### src/rtl/narrow_bus_adapter.sv
// Serialises 32-bit core loads/stores into narrow valid/ready bus beats and
// returns sign- or zero-extended load data with a per-beat timeout.
module narrow_bus_adapter #(
   parameter int unsigned BUS_ADDRESS_WIDTH = 8,
   parameter int unsigned BUS_DATA_WIDTH    = 8,
   parameter int unsigned TIMEOUT_CYCLES    = 16
) (
   input  logic                          clock,
   input  logic                          reset,
   input  logic                          cpu_request,
   input  logic                          cpu_write,
   input  logic [2:0]                    cpu_funct3,
   input  logic [31:0]                   cpu_address,
   input  logic [31:0]                   cpu_write_data,
   output logic                          cpu_ready,
   output logic                          cpu_error,
   output logic [31:0]                   cpu_read_data,
   output logic                          bus_valid,
   input  logic                          bus_ready,
   output logic                          bus_write_enable,
   output logic [BUS_ADDRESS_WIDTH-1:0]  bus_address,
   output logic [BUS_DATA_WIDTH/8-1:0]   bus_byte_enable,
   output logic [BUS_DATA_WIDTH-1:0]     bus_write_data,
   input  logic [BUS_DATA_WIDTH-1:0]     bus_read_data
);

   localparam int unsigned BEAT_BYTES = BUS_DATA_WIDTH / 8;
   localparam int unsigned TIMER_W    = $clog2(TIMEOUT_CYCLES + 1) + 1;

   typedef enum logic [1:0] {ST_IDLE, ST_BEAT, ST_DONE} state_t;

   state_t               r_state;
   logic                 r_write;
   logic [2:0]           r_funct3;
   logic [31:0]          r_address;
   logic [31:0]          r_wdata;
   logic [2:0]           r_size;
   logic [2:0]           r_nbeats;
   logic [2:0]           r_beat;
   logic [TIMER_W-1:0]   r_timer;
   logic [31:0]          r_rdata;

   logic [2:0]           w_req_size;
   logic                 w_req_err;
   logic [31:0]          w_req_wdata;
   logic [1:0]           w_lane;
   logic                 w_handshake;
   logic                 w_last;
   logic                 w_timeout;
   logic [31:0]          w_rdata_next;

   function automatic logic [2:0] f_size(input logic [2:0] funct3);
      case (funct3[1:0])
         2'b00:   return 3'd1;
         2'b01:   return 3'd2;
         default: return 3'd4;
      endcase
   endfunction

   function automatic logic f_illegal(input logic [2:0] funct3);
      case (funct3)
         3'b000, 3'b001, 3'b010, 3'b100, 3'b101: return 1'b0;
         default:                                return 1'b1;
      endcase
   endfunction

   function automatic logic f_misaligned(input logic [2:0] size, input logic [31:0] addr);
      return ((size == 3'd2) && addr[0]) || ((size == 3'd4) && (addr[1:0] != 2'b00));
   endfunction

   function automatic logic [2:0] f_nbeats(input logic [2:0] size);
      if (32'(size) <= BEAT_BYTES) return 3'd1;
      return 3'(32'(size) / BEAT_BYTES);
   endfunction

   function automatic logic [1:0] f_lane(input logic [31:0] addr);
      return 2'(addr & 32'(BEAT_BYTES - 1));
   endfunction

   // Beat base address; wraps modulo the external address space
   function automatic logic [BUS_ADDRESS_WIDTH-1:0] f_beat_addr(input logic [31:0] addr,
                                                                  input logic [2:0]  beat);
      logic [31:0] v_base;
      v_base = (addr & ~32'(BEAT_BYTES - 1)) + 32'(beat) * 32'(BEAT_BYTES);
      return BUS_ADDRESS_WIDTH'(v_base);
   endfunction

   function automatic logic [BEAT_BYTES-1:0] f_byte_en(input logic [2:0]  size,
                                                       input logic [31:0] addr);
      logic [7:0] v_mask;
      if (32'(size) < BEAT_BYTES) begin
         v_mask = (8'd1 << size) - 8'd1;
         v_mask = v_mask << f_lane(addr);
      end else begin
         v_mask = 8'hFF;
      end
      return BEAT_BYTES'(v_mask);
   endfunction

   function automatic logic [BUS_DATA_WIDTH-1:0] f_wdata(input logic [31:0] data,
                                                         input logic [2:0]  size,
                                                         input logic [31:0] addr,
                                                         input logic [2:0]  beat);
      logic [31:0] v_w;
      if (32'(size) < BEAT_BYTES) v_w = data << (8 * f_lane(addr));
      else                        v_w = data >> (BUS_DATA_WIDTH * beat);
      return BUS_DATA_WIDTH'(v_w);
   endfunction

   function automatic logic [31:0] f_extend(input logic [2:0] funct3, input logic [31:0] d);
      case (funct3)
         3'b000:  return {{24{d[7]}}, d[7:0]};
         3'b001:  return {{16{d[15]}}, d[15:0]};
         3'b100:  return {24'd0, d[7:0]};
         3'b101:  return {16'd0, d[15:0]};
         default: return d;
      endcase
   endfunction

   // Request decode; store data is masked to the access size up front
   assign w_req_size  = f_size(cpu_funct3);
   assign w_req_err   = f_illegal(cpu_funct3) || f_misaligned(w_req_size, cpu_address);
   assign w_req_wdata = (w_req_size == 3'd1) ? 32'(cpu_write_data[7:0])  :
                        (w_req_size == 3'd2) ? 32'(cpu_write_data[15:0]) : cpu_write_data;

   assign w_lane      = f_lane(r_address);
   assign w_handshake = bus_valid & bus_ready;
   assign w_last      = (r_beat == (r_nbeats - 3'd1));
   assign w_timeout   = (TIMEOUT_CYCLES != 0) && !bus_ready &&
                        (r_timer == TIMER_W'(TIMEOUT_CYCLES - 1));

   // Little-endian assembly of the beat currently on the bus
   always_comb begin
      w_rdata_next = r_rdata;
      if (32'(r_size) < BEAT_BYTES)
         w_rdata_next = 32'(bus_read_data >> (8 * w_lane));
      else
         w_rdata_next = r_rdata | (32'(bus_read_data) << (BUS_DATA_WIDTH * r_beat));
   end

   always_ff @(posedge clock) begin
      if (reset) begin
         r_state          <= ST_IDLE;
         r_write          <= 1'b0;
         r_funct3         <= 3'd0;
         r_address        <= 32'd0;
         r_wdata          <= 32'd0;
         r_size           <= 3'd0;
         r_nbeats         <= 3'd0;
         r_beat           <= 3'd0;
         r_timer          <= '0;
         r_rdata          <= 32'd0;
         cpu_ready        <= 1'b0;
         cpu_error        <= 1'b0;
         cpu_read_data    <= 32'd0;
         bus_valid        <= 1'b0;
         bus_write_enable <= 1'b0;
         bus_address      <= '0;
         bus_byte_enable  <= '0;
         bus_write_data   <= '0;
      end else begin
         case (r_state)
            ST_IDLE: begin
               cpu_ready <= 1'b0;
               cpu_error <= 1'b0;
               if (cpu_request) begin
                  r_write   <= cpu_write;
                  r_funct3  <= cpu_funct3;
                  r_address <= cpu_address;
                  r_wdata   <= w_req_wdata;
                  r_size    <= w_req_size;
                  r_nbeats  <= f_nbeats(w_req_size);
                  r_beat    <= 3'd0;
                  r_timer   <= '0;
                  r_rdata   <= 32'd0;
                  if (w_req_err) begin
                     r_state       <= ST_DONE;
                     cpu_ready     <= 1'b1;
                     cpu_error     <= 1'b1;
                     cpu_read_data <= 32'd0;
                  end else begin
                     r_state          <= ST_BEAT;
                     bus_valid        <= 1'b1;
                     bus_write_enable <= cpu_write;
                     bus_address      <= f_beat_addr(cpu_address, 3'd0);
                     bus_byte_enable  <= f_byte_en(w_req_size, cpu_address);
                     bus_write_data   <= f_wdata(w_req_wdata, w_req_size, cpu_address, 3'd0);
                  end
               end
            end
            ST_BEAT: begin
               if (w_handshake) begin
                  r_timer <= '0;
                  r_rdata <= w_rdata_next;
                  if (w_last) begin
                     r_state          <= ST_DONE;
                     bus_valid        <= 1'b0;
                     bus_write_enable <= 1'b0;
                     cpu_ready        <= 1'b1;
                     cpu_error        <= 1'b0;
                     cpu_read_data    <= r_write ? 32'd0 : f_extend(r_funct3, w_rdata_next);
                  end else begin
                     r_beat         <= r_beat + 3'd1;
                     bus_address    <= f_beat_addr(r_address, r_beat + 3'd1);
                     bus_write_data <= f_wdata(r_wdata, r_size, r_address, r_beat + 3'd1);
                  end
               end else if (w_timeout) begin
                  r_state          <= ST_DONE;
                  r_timer          <= '0;
                  bus_valid        <= 1'b0;
                  bus_write_enable <= 1'b0;
                  cpu_ready        <= 1'b1;
                  cpu_error        <= 1'b1;
                  cpu_read_data    <= 32'd0;
               end else begin
                  r_timer <= r_timer + TIMER_W'(1);
               end
            end
            ST_DONE: begin
               r_state       <= ST_IDLE;
               cpu_ready     <= 1'b0;
               cpu_error     <= 1'b0;
               cpu_read_data <= 32'd0;
            end
            default: r_state <= ST_IDLE;
         endcase
      end
   end

endmodule

### config.mk
export PLATFORM = sky130hd
export DESIGN_NAME = narrow_bus_adapter
export DESIGN_NICKNAME = d
export VERILOG_FILES = /design/src/rtl/narrow_bus_adapter.sv
export SDC_FILE = /design/constraint.sdc
export NUM_CORES = 1
export LEC_CHECK = 0
export BUFFER_PORTS_ARGS = -buffer_cell sky130_fd_sc_hd__buf_2
export CAP_MARGIN = 20
export CORE_ASPECT_RATIO = 0.6
export CORE_MARGIN = 5
export CORE_UTILIZATION = 55
export CTS_CLUSTER_SIZE = 30
export DETAILED_ROUTE_END_ITERATION = 8
export GPL_TIMING_DRIVEN = 0
export MAX_ROUTING_LAYER = met4
export PLACE_DENSITY_LB_ADDON = 0.05
export SLEW_MARGIN = 20
export SYNTH_ARGS = -nofsm -noshare
export SYNTH_HDL_FRONTEND = slang
export SYNTH_SLANG_ARGS = --single-unit
### constraint.sdc
create_clock -name clock -period 2.7 [get_ports clock]
set_input_delay 0.135 -clock clock [delete_from_list [all_inputs] [get_ports clock]]
set_output_delay 0.135 -clock clock [all_outputs]
set_load 0.03 [all_outputs]
Word-level counts from Yosys, hierarchy flattened
Cells that the tools add are included.

Flip-flop bits (word level): 146. Latch bits: 0. Memory bits (writable): 0. Memory bits (read-only): 0. Input port bits: 80. Memories kept: 0.

$add $sub $neg: 5. Multiply operators: 0. Div/mod/pow operators: 0. Magnitude comparators: 3. Eq/ne operators: 22. Shifts and indexed selects: 3. Muxes and demuxes: 65. Bitwise gates (word level): 3. Reduce and logical (&&, ||, !) cells: 24.

Operators with widths (count): $mux W32 (11); $pmux W32 S4 (1); $pmux W32 S3 (1); $mux W8 (9); $pmux W32 S2 (1); $or A32 B32 Y32 (1); $pmux W8 S2 (2); $shl A8 B6 Y32 (1); $shr A32 B6 Y8 (1); $mux W1 (19); $mux W6 (3); $eq A3 B3 Y1 const B (5); $mux W3 (5); $reduce_and A5 Y1 (3); $pmux W3 S2 (2); $pmux W6 S2 (1); $reduce_and A3 Y1 (4); $mux W2 (5); $ne A2 B2 Y1 const B (5); $eq A3 B1 Y1 const B (3); $add A8 B3 Y8 (1); $add A6 B1 Y6 const B (1); $eq A3 B2 Y1 const B (2); $eq A6 B4 Y1 const B (1); other kinds (25) (37).

Logic depth before layout (Yosys ltp)
Gate-level depths: netlist (run 1).

Depth in word-level cells: 9. Gate-level depth with buffers: 10.

Worst setup path after synthesis (run 1)
No wires, ideal clock.

Path type: flip-flop to flip-flop. From: register r_beat[0]. To: register bus_address[4]. Setup time: 0.058 ns. Data arrival time: 2.276 ns. Slack: 0.366 ns. Cell stages (with the launch flop): 10. Path buffers: 1. Period minus slack after synthesis: 2.334 ns. Path through: dfxtp_1 -> buf_1 -> inv_1 -> ha_1 -> fa_1 -> a21oi_1 -> nor2b_1 -> xnor2_1 -> a2111oi_2 -> a31o_2.

Cells in the longest elaborated chain, start to end: 5. Elaborated cells between the ends (all ways): 8.

RTL lines: from (decl) (RTL line 39) `logic [2:0] r_beat;`; from (signal assigned) (RTL line 203) `r_beat <= r_beat + 3'd1;`; $add A3 B1 Y3 (RTL line 204) `bus_address <= f_beat_addr(r_address, r_beat + 3'd1);`; $add A8 B3 Y8 (RTL line 84) `v_base = (addr & ~32'(BEAT_BYTES - 1)) + 32'(beat) * 32'(BEAT_BYTES);`; $mux W8 (RTL line 195) `if (w_last) begin`; $mux W8 (RTL line 192) `if (w_handshake) begin`; $pmux W8 S2 (RTL line 162) `case (r_state)`; to (signal assigned) (RTL line 185) `bus_address <= f_beat_addr(cpu_address, 3'd0);`; to (signal assigned) (RTL line 204); to (decl) (RTL line 21) `output logic [BUS_ADDRESS_WIDTH-1:0] bus_address,`.

Several ways; a longest one is shown, not always the timed one. The select of a mux whose other input is x is not followed. A chain may end at the register's enable or synchronous reset.

Final worst setup path (run 1)
Ends and elaborated chain as after synthesis.

==> metrics.yaml, run 1 <==
worst_setup_path:
  r2r-end: "bus_address[4]"
  crit_fanout: 10
  startpoint_type: "register"
  rrSetupSlack_ns: 0.17
  cp.required_ns: 3.07
  cp-end-kind: "register"
  r2r_cells: 9
  crit_type: "reg2reg"
  cp.arrival_ns: 2.90
  r2r-start: "r_beat[0]"
logic_synthesis:
  ys_ff_latch: 143
  synth_area_leader_cell: "dfxtp_1"
  ys_warn_count: 0
  postSynthCellCount: 762
  synth.area.top_cells: "dfxtp_1, nand2_1, a21oi_1, nor2_1, nand3_1"
  synth_edf_count: 0
  synth_ff_type: "dfxtp_1"
  synth-seq-area-share_pct: 45.0
  syn_nets: 852
  yosysTopAreaCellShare_pct: 45.0
  synth.distinct_cells: 64
  avgSynthCellArea_um2: 8.35
  synth-async-reset-ratio_pct: 0
  synthesis.area_um2: 6370
placement:
  placed_cells: 1030
  portBuffers: 108
  placedInstanceArea_um2: 7110
  hpwlAfterDp_um: 14000
  place.gp.congestion: 0.878
floorplan:
  die_area_um2: 13900
  die_y_um: 93.3
  core_um2: 11300
  dieWidth_um: 149
  ios: 133
  rows: 30
  initial_core_util_pct: 56.3
grt:
  grt_max_degree: 17
  grt-busiest-layer: "met2"
  grt_util_all_layers_pct: 29.5
  grt_pass1_vias: 5964
  met3_usage_pct: 7.65
  grt_first_pass_wirelength_um: 31400
  grt_antenna_before_repair: 0
  overflow: 0
  met2_usage_pct: 42.0
  use_met1_pct: 41.2
drt:
  vias_per_cell: 5.77
  vias: 6370
  route.antenna.remaining_nets: 0
  drc: 0
  wl_um: 19600
  first_pass_iters: 5
  wl_per_cell_um: 17.8
  dr.first_iter.drc_count: 689
timing:
  setup_viol: 0
  slew_headroom_pct: 26.7
  period_share_pct: 93.7
  rsz0062_at_grt: "false"
  clock_skew_ns: 0.0103
  layout_min_cycle_time_ns: 2.53
  tightestPinTransition_ns: 1.09
  drv_slew: 0
  fmaxAchievable_ghz: 0.395
  tns_ns: 0
  hold_viol: 0
final_layout:
  final_cell_mix: "nand2_1, dfxtp_1, buf_2, a21oi_1, nor2_1"
  diodes: 0
  final_layout_size_suffix_gt1_share_pct: 19.4
  fin_nets: 1021
  synthToLayoutAreaGrowth_pct: 27.8
  mostFrequentLayoutCell: "nand2_1"
  fin_area_um2: 8130
  instances_no_fill: 1104
power:
  vdd_drop_max_uv: 421
  finalPower_w: 0.00549
  p_leak_nw: 3.16
  p_per_area_nw_per_um2: 675
worst_hold_path:
  min_path_type: "in2reg"
  min_path_cells: 3
  hold_path_end: "r_wdata[18]"
  worstHoldStart: "cpu_write_data[18]"
clock_network:
  clock_path_buffers: 2
  path_clk_slew_ns: 0.06
  cts_made_buffers: 17
  htreeDepth: 4
  cts_tree: "built"
  worstSkewPairLatency_ns: 0.43
  clock_sinks: 143
  root_buffer: "clkbuf_16"
run:
  drv_cap: 0
outcome:
  status: "completed"
-- registers in the layout, indices dropped and copies added (netlist names) --
name	flops
cpu_read_data	32
r_rdata	32
r_wdata	32
bus_address	8
bus_write_data	8
r_address	8
r_timer	6
r_beat	3
r_funct3	3
r_size	3
r_state	2
bus_byte_enable	1
bus_valid	1
bus_write_enable	1
cpu_error	1
cpu_ready	1
r_write	1
-- critical path, stage by stage (launching register included) --
cell and delay [ns]:
dfxtp_1 0.46, clkbuf_4 0.30, inv_1 0.07, ha_1 0.23
fa_1 0.43, a21oi_1 0.24, nor2b_1 0.09, xnor2_1 0.14
a2111oi_2 0.36, a31o_2 0.15
-- cell usage after synthesis, drive strengths merged, types with 2 or more instances --
master,instances
mux2,2
o21a,2
a21boi,9
inv,10
ha,9
nor3,6
o211ai,10
o31ai,2
nor2,60
a21oi,113
nand2,152
nand3,43
a22o,10
xnor2,8
buf,19
mux4,8
dfxtp,143
nand3b,3
or3,2
nor2b,5
a31o,2
a22oi,8
o21ai,30
a221oi,3
a211o,4
a21o,3
nand2b,5
mux2i,4
clkbuf,32
nor4b,2
nor3b,3
o2bb2ai,16
nand4,3
xor2,5
and2,5
a211oi,4
-- stage by stage --
stage | worst slack [ns] | utilization [%] | hold slack [ns]
after detailed placement | -0.0928 | 62.9 | 0.374
final | 0.171 | 72.0 | 0.00988
after global placement | -0.0498 | 62.9 | 0.369
after floorplan | 0.366 | - | 0.268
after CTS | 0.139 | 71.4 | 0.00265
after global routing | 0.00929 | 72.0 | 0.0153
-- cells by family (layout without fill, tap and decap cells) --
kind of cell	after synthesis	after routing	synth area share [%]
compound gates	225	225	22.8
xor+xnor	14	14	2.14
buf+inv	61	243	3.93
mux	14	14	3.81
fa+ha+maj	10	10	2.08
flops	143	143	45.0
simple gates	295	295	20.3
-- layer usage --
metal  wire length [µm]  up-vias  part of all wire [%]
li1                   -     3029                     -
met1               8920     2965                    45
met2               8370      334                    43
met3               1960       42                    10
met4                357        0                   1.8
met5                  0        -                     0
-- repair_timing --
action | 4_1_cts | 5_1_grt
gates resized for setup | 2 | 7
hold buffers | 38 | 0
pin swaps | 0 | 2
setup endpoints to repair | 4 | 21
endpoints found under the hold margin | 39 | 0
setup buffers | 0 | 4
-- final cells by class --
type / instances / area [µm²]
buffer: 51 / 218
clock buffer: 17 / 425
clock inverter: 15 / 150
fill: 917 / 3170
inverter: 10 / 37.5
multi-input combinational: 558 / 3290
sequential: 143 / 2860
tap: 160 / 200
timing repair buffer: 150 / 951
-- how the worst max path moves through the flow --
stage | start | end | cells past startpoint
after global placement | r_beat[0] | bus_address[4] | 9
after CTS | r_size[0] | cpu_read_data[28] | 8
after global routing | r_size[0] | cpu_read_data[24] | 8
after floorplan | r_beat[0] | bus_address[4] | 9
after detailed placement | r_beat[0] | bus_address[4] | 9
final | r_beat[0] | bus_address[4] | 9
-- power by group --
group / switching (W) / leakage, nW / internal, W / total [W]
registers: 0.0000715 / 1.16 / 0.00220 / 0.00227
logic: 0.000604 / 1.72 / 0.000309 / 0.000913
clock network: 0.00101 / 0.281 / 0.00130 / 0.00230
No activity file was read; power rests on OpenSTA's default activity.
==> run 2: changes to the inputs <==
Settings changed: CORE_ASPECT_RATIO 0.6 to 1.75.
==> run 2 against run 1 <==
Compared with the run above:
- clock skew decreased by 0.0047 ns
- critical endpoint is now bus_address[7]
- cell count decreased by 2.2%
- clock-buffer cell count increased by 3
- largest cell class unchanged
- via count decreased by 0.99%
- sequential share of layout area about the same
- die area increased by 0.10%
==> metrics.yaml, run 2 (same netlist as run 1, synthesis figures left out) <==
timing:
  fmaxAchievable_ghz: 0.395  # -0.15%
  rsz0062_at_grt: "false"
  layout_min_cycle_time_ns: 2.53  # +0.00387 ns
  slew_headroom_pct: 35.3  # +8.6 points
  hold_viol: 0  # unchanged
  whs_ns: 0.00870  # -0.00118 ns
  setup_viol: 0  # unchanged
  tightestPinTransition_ns: 0.963  # -0.128 ns
  drv_slew: 0  # unchanged
  period_share_pct: 93.8  # +0.14 points
  clock_skew_ns: 0.00567  # -0.00465 ns
worst_setup_path:
  r2r-end: "bus_address[7]"
  cp.required_ns: 3.04  # -0.03 ns
  crit_type: "reg2reg"
  cp.arrival_ns: 2.87  # -0.03 ns
  crit_fanout: 9  # -1
  rrSetupSlack_ns: 0.17  # about the same
  cp-end-kind: "register"
  r2r_cells: 8  # -1
  startpoint_type: "register"
  r2r-start: "r_beat[0]"
final_layout:
  fin_nets: 1022  # +0.098%
  mostFrequentLayoutCell: "nand2_1"
  synthToLayoutAreaGrowth_pct: 27.8  # about the same
  final_layout_size_suffix_gt1_share_pct: 19.2  # -0.23 points
  regArea_um2: 2860  # unchanged
  final_cell_mix: "nand2_1, dfxtp_1, buf_2, a21oi_1, nor2_1"
  diodes: 0  # unchanged
  finish.utilization_pct: 71.0  # -0.94 points
  n_fill_cell: 950  # +3.6%
  largestRegisters: "cpu_read_data x32, r_rdata x32, r_wdata x32"
  multi_input_area_um2: 3280  # -0.34%
floorplan:
  die_area_um2: 13900  # +0.10%
  dieWidth_um: 91.3  # -39%
  ios: 133  # unchanged
  initial_core_util_pct: 55.6  # -0.75 points
  rows: 52  # +73%
  die_y_um: 152  # +63%
  core_um2: 11500  # +1.4%
clock_network:
  htreeDepth: 4  # unchanged
  worstSkewPairLatency_ns: 0.43  # about the same
  path_clk_slew_ns: 0.06  # about the same
  cts_made_buffers: 17  # unchanged
  clock_sinks: 143  # unchanged
  cts_tree: "built"
  root_buffer: "clkbuf_16"
  clock_path_buffers: 2  # unchanged
power:
  p_leak_nw: 3.18  # +0.52%
  p_per_area_nw_per_um2: 688  # +1.9%
  vdd_drop_max_uv: 576  # +37%
  finalPower_w: 0.00560  # +1.9%
run:
  drv_cap: 0  # unchanged
placement:
  place.gp.congestion: 0.933  # +6.3%
  hpwlAfterDp_um: 14600  # +4.2%
  portBuffers: 108  # unchanged
worst_hold_path:
  worstHoldStart: "cpu_write_data[24]"
  min_path_type: "in2reg"
  hold_path_end: "r_wdata[24]"
  min_path_cells: 3  # unchanged
grt:
  grt_max_degree: 17  # unchanged
  grt_pass1_vias: 6193  # +3.8%
  grt_first_pass_wirelength_um: 31200  # -0.70%
  grt_antenna_before_repair: 0  # unchanged
  grt_util_all_layers_pct: 28.8  # -0.76 points
  overflow: 0  # unchanged
drt:
  wl_per_cell_um: 18.3  # +3.0%
  first_pass_iters: 5  # unchanged
  top_layer: "met4"
  vias: 6307  # -0.99%
  route.antenna.remaining_nets: 0  # unchanged
  vias_per_cell: 5.84  # +1.2%
  dr.first_iter.drc_count: 370  # -46%
  wl_um: 19800  # +0.81%
  wl_met3_um: 1000  # -49%
  wirelength_met1_um: 7010  # -21%
  drc: 0  # unchanged
  wl_met2_um: 10800  # +29%
outcome:
  status: "completed"
## run 2: cell count changes in the layout (fill, tap and decap cells not counted), sizes merged
cell         delta
dlygate4sd3     +3
inv             -2
clkbuf          +3
buf             -2
clkinv          -2
bufinv          +1
## run 2: metal layers
| metal | GRT usage [%] | vias up |
|---|---|---|
| met5 | - | - |
| met3 | 4.79 | 63 |
| met1 | 28.5 | 2954 |
| met4 | 14.4 | 0 |
| li1 | - | 3030 |
| met2 | 52.9 | 260 |
## run 2: cell type report
class / count / share of cell area [%]
plain buffers: 51 / 2.69
flip-flops and latches: 143 / 35.2
inverters: 10 / 0.461
multi-input cells: 558 / 40.3
repair buffers: 151 / 11.9
well taps: 135 / 2.08
clock inverters: 12 / 1.81
clock buffers: 20 / 5.61
## run 2: critical path, stage by stage, from the launching register on
cell,delay [ns]
dfxtp_1,0.39
ha_1,0.29
xnor2_2,0.37
inv_1,0.09
ha_1,0.36
a21oi_1,0.12
or3_1,0.38
a31o_2,0.26
o31ai_2,0.18
## run 2: how the worst max path moves through the flow
stage | from | endpoint | slack [ns] | depth (start not counted)
global placement | r_beat[0] | bus_address[4] | -0.02 | 9
CTS | r_size[0] | cpu_read_data[28] | 0.06 | 8
global route | r_beat[0] | bus_address[4] | 0.01 | 9
finish | r_beat[0] | bus_address[7] | 0.17 | 8
floorplan | r_beat[0] | bus_address[4] | 0.37 | 9
detailed placement | r_beat[0] | bus_address[4] | -0.04 | 9
## run 2: repair_timing
action,CTS,global route
gates resized for setup,2,6
buffers inserted,0,2
hold buffers,41,0
endpoints found under the hold margin,42,0
setup endpoints to repair,2,16
pin swaps,0,1
## run 2: through the flow
stage / TNS (ns) / setup WS [ns] / std cells / instance area (µm²)
after CTS: 0 / 0.0612 / 1078 / 8100
after global routing: 0 / 0.0142 / 1080 / 8140
final: 0 / 0.167 / 1080 / 8140
after floorplan: 0 / 0.366 / 762 / 6370
after detailed placement: -0.0446 / -0.0446 / 1005 / 7080
after global placement: -0.0169 / -0.0169 / 1005 / 7080
## run 2: report_power, final
| part | switching [W] | internal (W) | leakage, nW |
|---|---|---|---|
| Combinational | 0.000604 | 0.000313 | 1.73 |
| Clock | 0.000970 | 0.00143 | 0.291 |
| Sequential | 0.0000726 | 0.00220 | 1.16 |
| Total | 0.00165 | 0.00395 | 3.18 |
